[src/rtl/conv2d_pkg.sv]
// Shared types and helpers for the conv2d_memwb convolution engine.
// FSM state, output-size, flat-address and saturation functions.
package conv2d_pkg;

  typedef enum logic [2:0] {
    S_IDLE,
    S_BIAS,
    S_MAC,
    S_WRITE,
    S_DONE
  } state_t;

  function automatic int out_dim(
    input int n,
    input int k,
    input int s,
    input int p
  );
    return (n + 2 * p - k) / s + 1;
  endfunction

  // Row-major flat index of [a][b][c][d] with inner sizes nb, nc, nd.
  function automatic int idx4(
    input int a,
    input int b,
    input int c,
    input int d,
    input int nb,
    input int nc,
    input int nd
  );
    return ((a * nb + b) * nc + c) * nd + d;
  endfunction

  function automatic logic signed [127:0] saturate(
    input logic signed [127:0] a,
    input int                  dw
  );
    logic signed [127:0] hi;
    logic signed [127:0] lo;
    logic signed [127:0] r;
    hi = (128'sd1 <<< (dw - 1)) - 128'sd1;
    lo = -hi - 128'sd1;
    r  = a;
    if (a > hi) begin
      r = hi;
    end else if (a < lo) begin
      r = lo;
    end
    return r;
  endfunction

endpackage

[src/rtl/conv2d_memwb_if.sv]
// Job control and memory-port bundle of conv2d_memwb.
// master = engine side, slave = memories / controller side.
interface conv2d_memwb_if #(
  parameter int DATA_WIDTH = 32,
  parameter int ADDR_WIDTH = 16
);
  logic                  start;
  logic                  done;
  logic                  valid;
  logic [ADDR_WIDTH-1:0] input_addr;
  logic                  input_en;
  logic [DATA_WIDTH-1:0] input_data;
  logic [ADDR_WIDTH-1:0] weight_addr;
  logic                  weight_en;
  logic [DATA_WIDTH-1:0] weight_data;
  logic [ADDR_WIDTH-1:0] bias_addr;
  logic                  bias_en;
  logic [DATA_WIDTH-1:0] bias_data;
  logic [ADDR_WIDTH-1:0] output_addr;
  logic [DATA_WIDTH-1:0] output_data;
  logic                  output_we;
  logic                  output_en;

  modport master (
    input  start,
    input  input_data,
    input  weight_data,
    input  bias_data,
    output done,
    output valid,
    output input_addr,
    output input_en,
    output weight_addr,
    output weight_en,
    output bias_addr,
    output bias_en,
    output output_addr,
    output output_data,
    output output_we,
    output output_en
  );

  modport slave (
    output start,
    output input_data,
    output weight_data,
    output bias_data,
    input  done,
    input  valid,
    input  input_addr,
    input  input_en,
    input  weight_addr,
    input  weight_en,
    input  bias_addr,
    input  bias_en,
    input  output_addr,
    input  output_data,
    input  output_we,
    input  output_en
  );
endinterface

[src/rtl/conv2d_addr_gen.sv]
// Loop counters and memory address/enable generation for conv2d_memwb.
// Taps iterate ic,ky,kx; outputs iterate b,oc,oh,ow (innermost last).
module conv2d_addr_gen
  import conv2d_pkg::*;
#(
  parameter int BATCH_SIZE   = 1,
  parameter int IN_CHANNELS  = 2,
  parameter int OUT_CHANNELS = 1,
  parameter int IN_HEIGHT    = 4,
  parameter int IN_WIDTH     = 4,
  parameter int KERNEL_SIZE  = 2,
  parameter int STRIDE       = 2,
  parameter int PADDING      = 0,
  parameter int ADDR_WIDTH   = 16
) (
  input  logic                  clk,
  input  logic                  rst_n,
  input  logic                  i_clr,
  input  logic                  i_tap_adv,
  input  logic                  i_out_adv,
  input  logic                  i_bias_ph,
  input  logic                  i_mac_ph,
  input  logic                  i_wr_ph,
  output logic [ADDR_WIDTH-1:0] o_in_addr,
  output logic                  o_in_en,
  output logic [ADDR_WIDTH-1:0] o_w_addr,
  output logic                  o_w_en,
  output logic [ADDR_WIDTH-1:0] o_b_addr,
  output logic                  o_b_en,
  output logic [ADDR_WIDTH-1:0] o_o_addr,
  output logic                  o_o_en,
  output logic                  o_last_tap,
  output logic                  o_last_out
);
  localparam int OH = out_dim(IN_HEIGHT, KERNEL_SIZE,
                              STRIDE, PADDING);
  localparam int OW = out_dim(IN_WIDTH, KERNEL_SIZE,
                              STRIDE, PADDING);
  localparam int CW = 16;

  typedef logic [CW-1:0] cnt_t;

  localparam cnt_t ONE  = cnt_t'(1);
  localparam cnt_t B_M  = cnt_t'(BATCH_SIZE - 1);
  localparam cnt_t OC_M = cnt_t'(OUT_CHANNELS - 1);
  localparam cnt_t IC_M = cnt_t'(IN_CHANNELS - 1);
  localparam cnt_t K_M  = cnt_t'(KERNEL_SIZE - 1);
  localparam cnt_t OH_M = cnt_t'(OH - 1);
  localparam cnt_t OW_M = cnt_t'(OW - 1);

  cnt_t r_b;
  cnt_t r_oc;
  cnt_t r_oh;
  cnt_t r_ow;
  cnt_t r_ic;
  cnt_t r_ky;
  cnt_t r_kx;

  logic w_kx_l, w_ky_l, w_ic_l;
  logic w_ow_l, w_oh_l, w_oc_l, w_b_l;
  logic w_inb;
  int   w_iy;
  int   w_ix;

  assign w_kx_l = (r_kx == K_M);
  assign w_ky_l = (r_ky == K_M);
  assign w_ic_l = (r_ic == IC_M);
  assign w_ow_l = (r_ow == OW_M);
  assign w_oh_l = (r_oh == OH_M);
  assign w_oc_l = (r_oc == OC_M);
  assign w_b_l  = (r_b == B_M);

  assign o_last_tap = w_kx_l && w_ky_l && w_ic_l;
  assign o_last_out = w_ow_l && w_oh_l && w_oc_l && w_b_l;

  always_ff @(posedge clk or negedge rst_n) begin
    if (!rst_n) begin
      r_kx <= '0;
      r_ky <= '0;
      r_ic <= '0;
    end else if (i_clr || (i_tap_adv && o_last_tap)) begin
      r_kx <= '0;
      r_ky <= '0;
      r_ic <= '0;
    end else if (i_tap_adv) begin
      r_kx <= w_kx_l ? '0 : r_kx + ONE;
      if (w_kx_l) begin
        r_ky <= w_ky_l ? '0 : r_ky + ONE;
        if (w_ky_l) begin
          r_ic <= r_ic + ONE;
        end
      end
    end
  end

  always_ff @(posedge clk or negedge rst_n) begin
    if (!rst_n) begin
      r_ow <= '0;
      r_oh <= '0;
      r_oc <= '0;
      r_b  <= '0;
    end else if (i_clr || (i_out_adv && o_last_out)) begin
      r_ow <= '0;
      r_oh <= '0;
      r_oc <= '0;
      r_b  <= '0;
    end else if (i_out_adv) begin
      r_ow <= w_ow_l ? '0 : r_ow + ONE;
      if (w_ow_l) begin
        r_oh <= w_oh_l ? '0 : r_oh + ONE;
        if (w_oh_l) begin
          r_oc <= w_oc_l ? '0 : r_oc + ONE;
          if (w_oc_l) begin
            r_b <= r_b + ONE;
          end
        end
      end
    end
  end

  // Signed padded coordinates; outside the image means a zero tap.
  assign w_iy = int'(r_oh) * STRIDE + int'(r_ky) - PADDING;
  assign w_ix = int'(r_ow) * STRIDE + int'(r_kx) - PADDING;
  assign w_inb = (w_iy >= 0) && (w_iy < IN_HEIGHT) &&
                 (w_ix >= 0) && (w_ix < IN_WIDTH);

  assign o_in_en = i_mac_ph && w_inb;
  assign o_in_addr = o_in_en ?
    ADDR_WIDTH'(idx4(int'(r_b), int'(r_ic), w_iy, w_ix,
                     IN_CHANNELS, IN_HEIGHT, IN_WIDTH)) : '0;

  assign o_w_en = i_mac_ph;
  assign o_w_addr = o_w_en ?
    ADDR_WIDTH'(idx4(int'(r_oc), int'(r_ic), int'(r_ky),
                     int'(r_kx), IN_CHANNELS, KERNEL_SIZE,
                     KERNEL_SIZE)) : '0;

  assign o_b_en = i_bias_ph;
  assign o_b_addr = o_b_en ? ADDR_WIDTH'(r_oc) : '0;

  assign o_o_en = i_wr_ph;
  assign o_o_addr = o_o_en ?
    ADDR_WIDTH'(idx4(int'(r_b), int'(r_oc), int'(r_oh),
                     int'(r_ow), OUT_CHANNELS, OH, OW)) : '0;

endmodule

[src/rtl/conv2d_memwb.sv]
// Sequential 2D convolution engine: bias, one MAC per tap, saturated write.
// Define CONV2D_MEMWB_RELU_EN to clamp negative results to zero.
module conv2d_memwb
  import conv2d_pkg::*;
#(
  parameter int BATCH_SIZE   = 1,
  parameter int IN_CHANNELS  = 2,
  parameter int OUT_CHANNELS = 1,
  parameter int IN_HEIGHT    = 4,
  parameter int IN_WIDTH     = 4,
  parameter int KERNEL_SIZE  = 2,
  parameter int STRIDE       = 2,
  parameter int PADDING      = 0,
  parameter int DATA_WIDTH   = 32,
  parameter int ACC_WIDTH    = 64,
  parameter int ADDR_WIDTH   = 16
) (
  input logic            clk,
  input logic            rst_n,
  conv2d_memwb_if.master bus
);
  localparam int PW = 2 * DATA_WIDTH;

  state_t r_state;
  state_t w_next;

  logic w_clr, w_tap_adv, w_out_adv, w_done;
  logic w_bias_ph, w_mac_ph, w_wr_ph;
  logic w_in_en, w_wr_en, w_last_tap, w_last_out;

  logic signed [ACC_WIDTH-1:0]  r_acc;
  logic signed [PW-1:0]         w_a;
  logic signed [PW-1:0]         w_b;
  logic signed [PW-1:0]         w_prod;
  logic signed [DATA_WIDTH-1:0] w_sat;
  logic signed [DATA_WIDTH-1:0] w_res;

  always_ff @(posedge clk or negedge rst_n) begin
    if (!rst_n) begin
      r_state <= S_IDLE;
    end else begin
      r_state <= w_next;
    end
  end

  always_comb begin
    w_next    = r_state;
    w_clr     = 1'b0;
    w_tap_adv = 1'b0;
    w_out_adv = 1'b0;
    w_bias_ph = 1'b0;
    w_mac_ph  = 1'b0;
    w_wr_ph   = 1'b0;
    w_done    = 1'b0;
    unique case (r_state)
      S_IDLE: begin
        if (bus.start) begin
          w_clr  = 1'b1;
          w_next = S_BIAS;
        end
      end
      S_BIAS: begin
        w_bias_ph = 1'b1;
        w_next    = S_MAC;
      end
      S_MAC: begin
        w_mac_ph  = 1'b1;
        w_tap_adv = 1'b1;
        if (w_last_tap) begin
          w_next = S_WRITE;
        end
      end
      S_WRITE: begin
        w_wr_ph   = 1'b1;
        w_out_adv = 1'b1;
        w_next    = w_last_out ? S_DONE : S_BIAS;
      end
      S_DONE: begin
        w_done = 1'b1;
        w_next = S_IDLE;
      end
      default: w_next = S_IDLE;
    endcase
  end

  conv2d_addr_gen #(
    .BATCH_SIZE  (BATCH_SIZE),
    .IN_CHANNELS (IN_CHANNELS),
    .OUT_CHANNELS(OUT_CHANNELS),
    .IN_HEIGHT   (IN_HEIGHT),
    .IN_WIDTH    (IN_WIDTH),
    .KERNEL_SIZE (KERNEL_SIZE),
    .STRIDE      (STRIDE),
    .PADDING     (PADDING),
    .ADDR_WIDTH  (ADDR_WIDTH)
  ) u_addr_gen (
    .clk       (clk),
    .rst_n     (rst_n),
    .i_clr     (w_clr),
    .i_tap_adv (w_tap_adv),
    .i_out_adv (w_out_adv),
    .i_bias_ph (w_bias_ph),
    .i_mac_ph  (w_mac_ph),
    .i_wr_ph   (w_wr_ph),
    .o_in_addr (bus.input_addr),
    .o_in_en   (w_in_en),
    .o_w_addr  (bus.weight_addr),
    .o_w_en    (bus.weight_en),
    .o_b_addr  (bus.bias_addr),
    .o_b_en    (bus.bias_en),
    .o_o_addr  (bus.output_addr),
    .o_o_en    (w_wr_en),
    .o_last_tap(w_last_tap),
    .o_last_out(w_last_out)
  );

  assign w_a    = PW'($signed(bus.input_data));
  assign w_b    = PW'($signed(bus.weight_data));
  assign w_prod = w_a * w_b;

  // Out-of-bounds taps simply leave the accumulator untouched.
  always_ff @(posedge clk or negedge rst_n) begin
    if (!rst_n) begin
      r_acc <= '0;
    end else if (w_bias_ph) begin
      r_acc <= ACC_WIDTH'($signed(bus.bias_data));
    end else if (w_mac_ph && w_in_en) begin
      r_acc <= r_acc + ACC_WIDTH'(w_prod);
    end
  end

  assign w_sat = DATA_WIDTH'(saturate(128'(r_acc), DATA_WIDTH));

`ifdef CONV2D_MEMWB_RELU_EN
  assign w_res = w_sat[DATA_WIDTH-1] ? '0 : w_sat;
`else
  assign w_res = w_sat;
`endif

  assign bus.input_en    = w_in_en;
  assign bus.output_en   = w_wr_en;
  assign bus.output_we   = w_wr_en;
  assign bus.valid       = w_wr_en;
  assign bus.output_data = w_wr_en ? w_res : '0;
  assign bus.done        = w_done;

endmodule

[src/flat_wrapper.sv]
// flat-port wrapper written by rule: the top's interface ports become plain ports
module conv2d_memwb_flat import conv2d_pkg::*;
#(
  parameter int BATCH_SIZE   = 1,
  parameter int IN_CHANNELS  = 2,
  parameter int OUT_CHANNELS = 1,
  parameter int IN_HEIGHT    = 4,
  parameter int IN_WIDTH     = 4,
  parameter int KERNEL_SIZE  = 2,
  parameter int STRIDE       = 2,
  parameter int PADDING      = 0,
  parameter int DATA_WIDTH   = 32,
  parameter int ACC_WIDTH    = 64,
  parameter int ADDR_WIDTH   = 16
)
  (clk, rst_n, bus_start, bus_input_data, bus_weight_data, bus_bias_data, bus_done, bus_valid, bus_input_addr, bus_input_en, bus_weight_addr, bus_weight_en, bus_bias_addr, bus_bias_en, bus_output_addr, bus_output_data, bus_output_we, bus_output_en);
  conv2d_memwb_if #(.DATA_WIDTH(DATA_WIDTH), .ADDR_WIDTH(ADDR_WIDTH)) bus_i ();
  input logic clk;
  input logic rst_n;
  input wire logic [$bits(bus_i.start)-1:0] bus_start;
  input wire logic [$bits(bus_i.input_data)-1:0] bus_input_data;
  input wire logic [$bits(bus_i.weight_data)-1:0] bus_weight_data;
  input wire logic [$bits(bus_i.bias_data)-1:0] bus_bias_data;
  output wire logic [$bits(bus_i.done)-1:0] bus_done;
  output wire logic [$bits(bus_i.valid)-1:0] bus_valid;
  output wire logic [$bits(bus_i.input_addr)-1:0] bus_input_addr;
  output wire logic [$bits(bus_i.input_en)-1:0] bus_input_en;
  output wire logic [$bits(bus_i.weight_addr)-1:0] bus_weight_addr;
  output wire logic [$bits(bus_i.weight_en)-1:0] bus_weight_en;
  output wire logic [$bits(bus_i.bias_addr)-1:0] bus_bias_addr;
  output wire logic [$bits(bus_i.bias_en)-1:0] bus_bias_en;
  output wire logic [$bits(bus_i.output_addr)-1:0] bus_output_addr;
  output wire logic [$bits(bus_i.output_data)-1:0] bus_output_data;
  output wire logic [$bits(bus_i.output_we)-1:0] bus_output_we;
  output wire logic [$bits(bus_i.output_en)-1:0] bus_output_en;
  assign bus_i.start = bus_start;
  assign bus_i.input_data = bus_input_data;
  assign bus_i.weight_data = bus_weight_data;
  assign bus_i.bias_data = bus_bias_data;
  assign bus_done = bus_i.done;
  assign bus_valid = bus_i.valid;
  assign bus_input_addr = bus_i.input_addr;
  assign bus_input_en = bus_i.input_en;
  assign bus_weight_addr = bus_i.weight_addr;
  assign bus_weight_en = bus_i.weight_en;
  assign bus_bias_addr = bus_i.bias_addr;
  assign bus_bias_en = bus_i.bias_en;
  assign bus_output_addr = bus_i.output_addr;
  assign bus_output_data = bus_i.output_data;
  assign bus_output_we = bus_i.output_we;
  assign bus_output_en = bus_i.output_en;
  conv2d_memwb #(.BATCH_SIZE(BATCH_SIZE), .IN_CHANNELS(IN_CHANNELS), .OUT_CHANNELS(OUT_CHANNELS), .IN_HEIGHT(IN_HEIGHT), .IN_WIDTH(IN_WIDTH), .KERNEL_SIZE(KERNEL_SIZE), .STRIDE(STRIDE), .PADDING(PADDING), .DATA_WIDTH(DATA_WIDTH), .ACC_WIDTH(ACC_WIDTH), .ADDR_WIDTH(ADDR_WIDTH)) u_core (.clk(clk), .rst_n(rst_n), .bus(bus_i));
endmodule
[config.mk]
export PLATFORM = sky130hd
export DESIGN_NAME = conv2d_memwb_flat
export DESIGN_NICKNAME = d
export VERILOG_FILES = /design/src/rtl/conv2d_pkg.sv /design/src/rtl/conv2d_memwb_if.sv /design/src/rtl/conv2d_addr_gen.sv /design/src/rtl/conv2d_memwb.sv /design/src/flat_wrapper.sv
export SDC_FILE = /design/constraint.sdc
export NUM_CORES = 2
export LEC_CHECK = 0
export CAP_MARGIN = 10
export CORE_ASPECT_RATIO = 0.5
export CORE_MARGIN = 1
export CORE_UTILIZATION = 33
export CTS_CLUSTER_SIZE = 16
export DETAILED_ROUTE_END_ITERATION = 10
export HOLD_SLACK_MARGIN = 0.12
export SYNTH_ARGS = -nofsm -noshare
export SYNTH_HDL_FRONTEND = slang
export SYNTH_SLANG_ARGS = --single-unit
[constraint.sdc]
create_clock -name clk -period 8.95 [get_ports clk]
set_input_delay 1.3425 -clock clk [delete_from_list [all_inputs] [get_ports clk]]
set_output_delay 1.3425 -clock clk [all_outputs]
set_load 0.05 [all_outputs]
# Yosys cells after proc, flatten, opt, wreduce, memory -nomap -nowiden
# Cells that the tools add are included.
dict set report classes {
  n_addsub 19
  multipliers 1
  n_lt_le_gt_ge 6
  n_eq_ne 11
  mux 47
  n_reduce_logical 31
}
# op n
set op_table {}
lappend op_table {{two-way mux 16 bit} 32}
lappend op_table {{two-way mux 64 bit} 2}
lappend op_table {{adder 16 x 1 -> 16 bit (second input constant)} 7}
lappend op_table {{two-way mux 32 bit} 3}
lappend op_table {{equality test 16 x 1 -> 1 bit (second input constant)} 5}
lappend op_table {{adder 64 bit} 1}
lappend op_table {{> comparator 64 x 32 -> 1 bit (second input constant)} 1}
lappend op_table {{< comparator 64 x 32 -> 1 bit (second input constant)} 1}
lappend op_table {{multiplier 32 x 32 -> 64 bit} 1}
lappend op_table {{adder 16 bit} 3}
lappend op_table {{adder 14 bit} 3}
lappend op_table {{adder 17 x 16 -> 18 bit} 2}
lappend op_table {{>= comparator 18 x 1 -> 1 bit (second input constant)} 2}
lappend op_table {{< comparator 18 x 3 -> 1 bit (second input constant)} 2}
lappend op_table {{logical NOT 16 bit} 2}
lappend op_table {{adder 15 bit} 2}
lappend op_table {{nonzero test 2 bit} 8}
lappend op_table {{adder 12 bit} 1}
lappend op_table {{logical AND 1 bit} 12}
lappend op_table {{one-hot mux 3 bit (4 select lines)} 1}
lappend op_table {{two-way mux 3 bit} 3}
lappend op_table {{equality test 3 x 2 -> 1 bit (second input constant)} 2}
lappend op_table {{two-way mux 1 bit} 6}
lappend op_table {{AND reduction 2 bit} 3}
lappend op_table {{other kinds (7)} 10}
dict set report totals {
  reg_bits 179
  inputBits 99
  out_inout_bits 103
  wordCells 124
}

# Longest topological paths before layout
dict set report depth {
  depth_word 9
  depth_mapped 30
  depth_no_buf 28
}

# By module
# A second synthesis with hierarchy kept.
dict set report unflattened {
  hier_cells 6245
  hier_area_um2 55982.4
}
# mod n_inst cells_each area_per_inst_um2 seq_area_each_um2
set modules_own_cells {}
lappend modules_own_cells {conv2d_memwb 1 4769 43799.5 1676.6}
lappend modules_own_cells {conv2d_addr_gen 1 1476 12182.9 2802.7}

# Least setup slack after synthesis
# OpenSTA, ideal clock, no wires.
dict set report synth_timing {
  kind {input to register}
  start {input bus_input_data[31]}
  end {register u_core.r_acc[57]}
  setup_time_ps 94
  arrival_time_ps 9416
  required_time_ps 8856
  setup_slack_ps -560
  cell_stages 25
  path_buffers 2
  cell_sequence {clkbuf_1 > nand2_1 > fa_1 > fa_1 > inv_1 > fa_1 > inv_1 > fa_1 > inv_1 > fa_1 > fa_1 > fa_1 > inv_1 > fa_1 > inv_1 > ha_1 > clkbuf_1 > nand4_1 > nor2_1 > nand4_1 > o41ai_1 > nor2b_1 > a41oi_1 > xnor2_1 > a211oi_1}
}
dict set report synth_via {
  elab_chain_cells 4
}
# item line
set synth_rtl {}
lappend synth_rtl {{from (decl)} flat_wrapper.sv:21} ;# input wire logic [$bits(bus_i.input_data)-1:0] bus_input_data;
lappend synth_rtl {{multiplier 32 x 32 -> 64 bit} conv2d_memwb.sv:119} ;# assign w_prod = w_a * w_b;
lappend synth_rtl {{adder 64 bit} conv2d_memwb.sv:128} ;# r_acc <= r_acc + ACC_WIDTH'(w_prod);
lappend synth_rtl {{two-way mux 64 bit} conv2d_memwb.sv:127} ;# end else if (w_mac_ph && w_in_en) begin
lappend synth_rtl {{two-way mux 64 bit} conv2d_memwb.sv:125} ;# end else if (w_bias_ph) begin
lappend synth_rtl {{to (signal assigned)} conv2d_memwb.sv:126} ;# r_acc <= ACC_WIDTH'($signed(bus.bias_data));
lappend synth_rtl {{to (signal assigned)} conv2d_memwb.sv:128}
lappend synth_rtl {{to (decl)} conv2d_memwb.sv:31} ;# logic signed [ACC_WIDTH-1:0] r_acc;
# No other way between the ends. The select of a mux whose other input is x is not followed.
# A chain may end at the register's enable or synchronous reset.

# Worst setup path in the final report
dict set report layout_timing {
  start {input bus_weight_data[1]}
  end {register u_core.r_acc[40]}
}
dict set report layout_via {
  elab_chain_cells 4
}
# item line
set layout_rtl {}
lappend layout_rtl {{from (decl)} flat_wrapper.sv:22} ;# input wire logic [$bits(bus_i.weight_data)-1:0] bus_weight_data;
lappend layout_rtl {{multiplier 32 x 32 -> 64 bit} conv2d_memwb.sv:119}
lappend layout_rtl {{adder 64 bit} conv2d_memwb.sv:128}
lappend layout_rtl {{two-way mux 64 bit} conv2d_memwb.sv:127}
lappend layout_rtl {{two-way mux 64 bit} conv2d_memwb.sv:125}
# No other way between the ends. The select of a mux whose other input is x is not followed.

==> flow_summary.json <==
{
  "status": "finished clean",
  "setup_viol": 0,
  "cp.arrival_ns": 9.05,
  "drt_iter0_markers": 2595,
  "initial_core_util_pct": 33.46,
  "finalWorstSetupSlack_ns": 0.2884,
  "numCtsBuffers": 17,
  "htreeDepth": 4,
  "fin_nets": 8281,
  "timing.critical_path.mode_cell": "fa_1",
  "synth_cell_type_count": 68,
  "yosysWarnings": 0,
  "grt_use_total_pct": 18.45,
  "clock_latency_ns": 0.47,
  "cts_tree": "built",
  "clockBufferDepth": 2,
  "routed_wl_mm": 151.6,
  "setup_tns_ns": 0,
  "path_clk_slew_ns": 0.08,
  "drc": 0,
  "path_max_fanout": 11,
  "critPathKind": "in -> reg",
  "endpoint_kind": "flop",
  "hpwlAfterDp_mm": 133.2,
  "area_growth_pct": 16.48,
  "drtPass1Iterations": 6,
  "num_vias": 42230,
  "fmax_mhz": 115.5,
  "syn_inst": 6166,
  "worstHoldPathType": "reg -> reg",
  "cp_top_family": "adder cells",
  "crit_required_ns": 9.34,
  "grt-ovfl-total": 0,
  "dieHeight_um": 291.2,
  "row_count": 105,
  "drv_cap": 0,
  "cts_hold_buf": 0,
  "grt_pass1_wl_mm": 248.4,
  "pre_cts_ws_ns": -0.3352,
  "drive_gt1_share_pct": 8.789,
  "min_path_cells": 1,
  "critical_path_depth": 30,
  "yosysSeqAreaShare_pct": 8.114,
  "grt_pass1_vias": 44690,
  "grt_start_max_net_pins": 115,
  "pin_count": 202,
  "worstRegToRegCells": 27,
  "antenna_found_initial": 3,
  "cp-start-kind": "input pin",
  "maxSlewViolCount": 0,
  "relSlewSlack_pct": 29.42,
  "ant_nets": 0,
  "synth_edf_count": 0,
  "io_buffer_count": 201,
  "ctsRootBufferMaster": "clkbuf_16",
  "finalHoldViolCount": 0,
  "slowest_delay_ns": 0.58,
  "worst-path-buf-inv": 10,
  "synthArstFlopShare_pct": 100.0,
  "clkSinkCount": 179,
  "dieArea_sq_mm": 0.1690,
  "hold_ws_ns": 0.5215,
  "chipWidth_um": 580.4,
  "via_per_inst": 4.803,
  "drt-wirelength-per-cell_um": 17.23,
  "syn-num-nets": 7861,
  "fillerInstances": 16570,
  "ys.flop_type": "dfrtp_1",
  "worst_pin_slew_ns": 1.055,
  "period_share_pct": 96.78,
  "synth_seq_cells": 179,
  "syn_area_sq_mm": 0.05521,
  "syn_avg_cell_area_sq_um": 8.953,
  "slowest_stage": "fa_1",
  "core_area_sq_mm": 0.1650,
  "clock_skew_ns": 0.01413,
  "layout_min_cycle_time_ns": 8.662,
  "gp_congestion": 0.9293
}
[cells by family (layout without fill, tap and decap cells)]
family	Yosys count	in the layout	synth area share (%)
muxes	32	32	0.5802
buffers and inverters	1602	2035	10.95
other	0	2	0
xor gates and xnor gates	279	279	4.476
and+or+nand+nor	1896	1896	16.65
AOI/OAI and AO/OA	582	582	6.450
adders and majority gates	1596	1596	52.78
DFF	179	179	8.114
[cells in the mapped netlist, types with 10 or more instances]
library cell | n | area [sq um]
inv_1 | 1335 | 5011
fa_1 | 1221 | 24440
nand2_1 | 786 | 2950
and2_1 | 466 | 2915
ha_1 | 375 | 4692
nor2_1 | 255 | 957.2
clkbuf_1 | 254 | 953.4
a21oi_1 | 198 | 991.0
dfrtp_1 | 179 | 4479
xnor2_1 | 154 | 1349
o21ai_0 | 127 | 635.6
xor2_1 | 123 | 1077
nand3_1 | 77 | 385.4
a21o_1 | 76 | 570.6
and3_1 | 53 | 331.6
nand4_1 | 48 | 300.3
nor3_1 | 46 | 230.2
nor4_1 | 41 | 256.5
a31oi_1 | 32 | 200.2
mux2i_1 | 32 | 320.3
or3_1 | 28 | 175.2
nor2b_1 | 27 | 168.9
o21bai_1 | 27 | 202.7
a211oi_1 | 25 | 187.7
nand2b_1 | 22 | 137.6
o21a_1 | 12 | 90.09
o31ai_1 | 11 | 82.58
a21boi_0 | 10 | 75.07
[layer usage]
layer	global-route usage [%]	share of wire, %
met1	26.63	47
met2	30.03	46
met3	2.056	5.1
met4	3.413	1.7
met5	0	0.0086
[area by class of cell]
cell class | count | area (sq um) | share of cell area [%]
Timing Repair Buffer | 668 | 6518 | 10.14
Clock buffer | 17 | 425.4 | 0.6616
Inverter | 1335 | 5022 | 7.810
Tap cell | 2193 | 2744 | 4.267
Multi-Input combinational cell | 4385 | 44920 | 69.86
Clock inverter | 15 | 188.9 | 0.2938
Sequential cell | 179 | 4479 | 6.966
Antenna cell | 2 | 5.005 | 0.007783
[state kept, by name (all words and copies together) (netlist names)]
name	flops
u_core.r_acc	64
u_core.r_state	3
u_core.u_addr_gen.r_b	16
u_core.u_addr_gen.r_ic	16
u_core.u_addr_gen.r_kx	16
u_core.u_addr_gen.r_ky	16
u_core.u_addr_gen.r_oc	16
u_core.u_addr_gen.r_oh	16
u_core.u_addr_gen.r_ow	16
[timing repair]
| action | CTS | global route |
|---|---|---|
| resized for setup | 0 | 62 |
| buffers inserted | 0 | 8 |
| endpoints found under the setup margin | 0 | 15 |
[cells in the final DEF (no fill, tap or decap), types with 46 or more instances in the layout]
cell type and n:
nor2_1 254, fa_1 1212, buf_12 77, a21o_1 76, xnor2_1 154, clkdlybuf4s50_1 196
a21oi_1 185, dfrtp_1 179, nand3_1 77, nor3_1 46, inv_1 1329, and2_1 465
nand2_1 784, buf_4 384, xor2_1 122, nand4_1 48, ha_1 369, o21ai_0 122
and3_1 53
[per-stage QoR]
stage,instance area (sq um),utilization (%),cells
3_3_place_gp,63380,38.41,8752
5_1_grt,64300,38.97,8794
4_1_cts,63990,38.78,8784
3_5_place_dp,63380,38.41,8752
2_1_floorplan,55220,-,6166
6_report,64300,38.97,8794
[final timing paths]
kind	from	slack (ns)	endpoint
max	bus_weight_data[1]	0.29	u_core.r_acc[40]$_DFFE_PN0P_
min	u_core.r_state[2]$_DFFE_PN0P_	0.52	u_core.r_state[0]$_DFFE_PN0P_
max reg2reg	u_core.r_acc[18]$_DFFE_PN0P_	1.42	u_core.r_acc[61]$_DFFE_PN0P_
min reg2reg	u_core.r_state[2]$_DFFE_PN0P_	0.52	u_core.r_state[0]$_DFFE_PN0P_
max in group asynchronous	rst_n	6.43	u_core.r_acc[59]$_DFFE_PN0P_
min in group asynchronous	rst_n	1.03	u_core.u_addr_gen.r_kx[8]$_DFFE_PN0P_
Power is left out: the tool's default activity adds up to more than one toggle a clock period on the data nets, which glitch-free logic cannot reach.
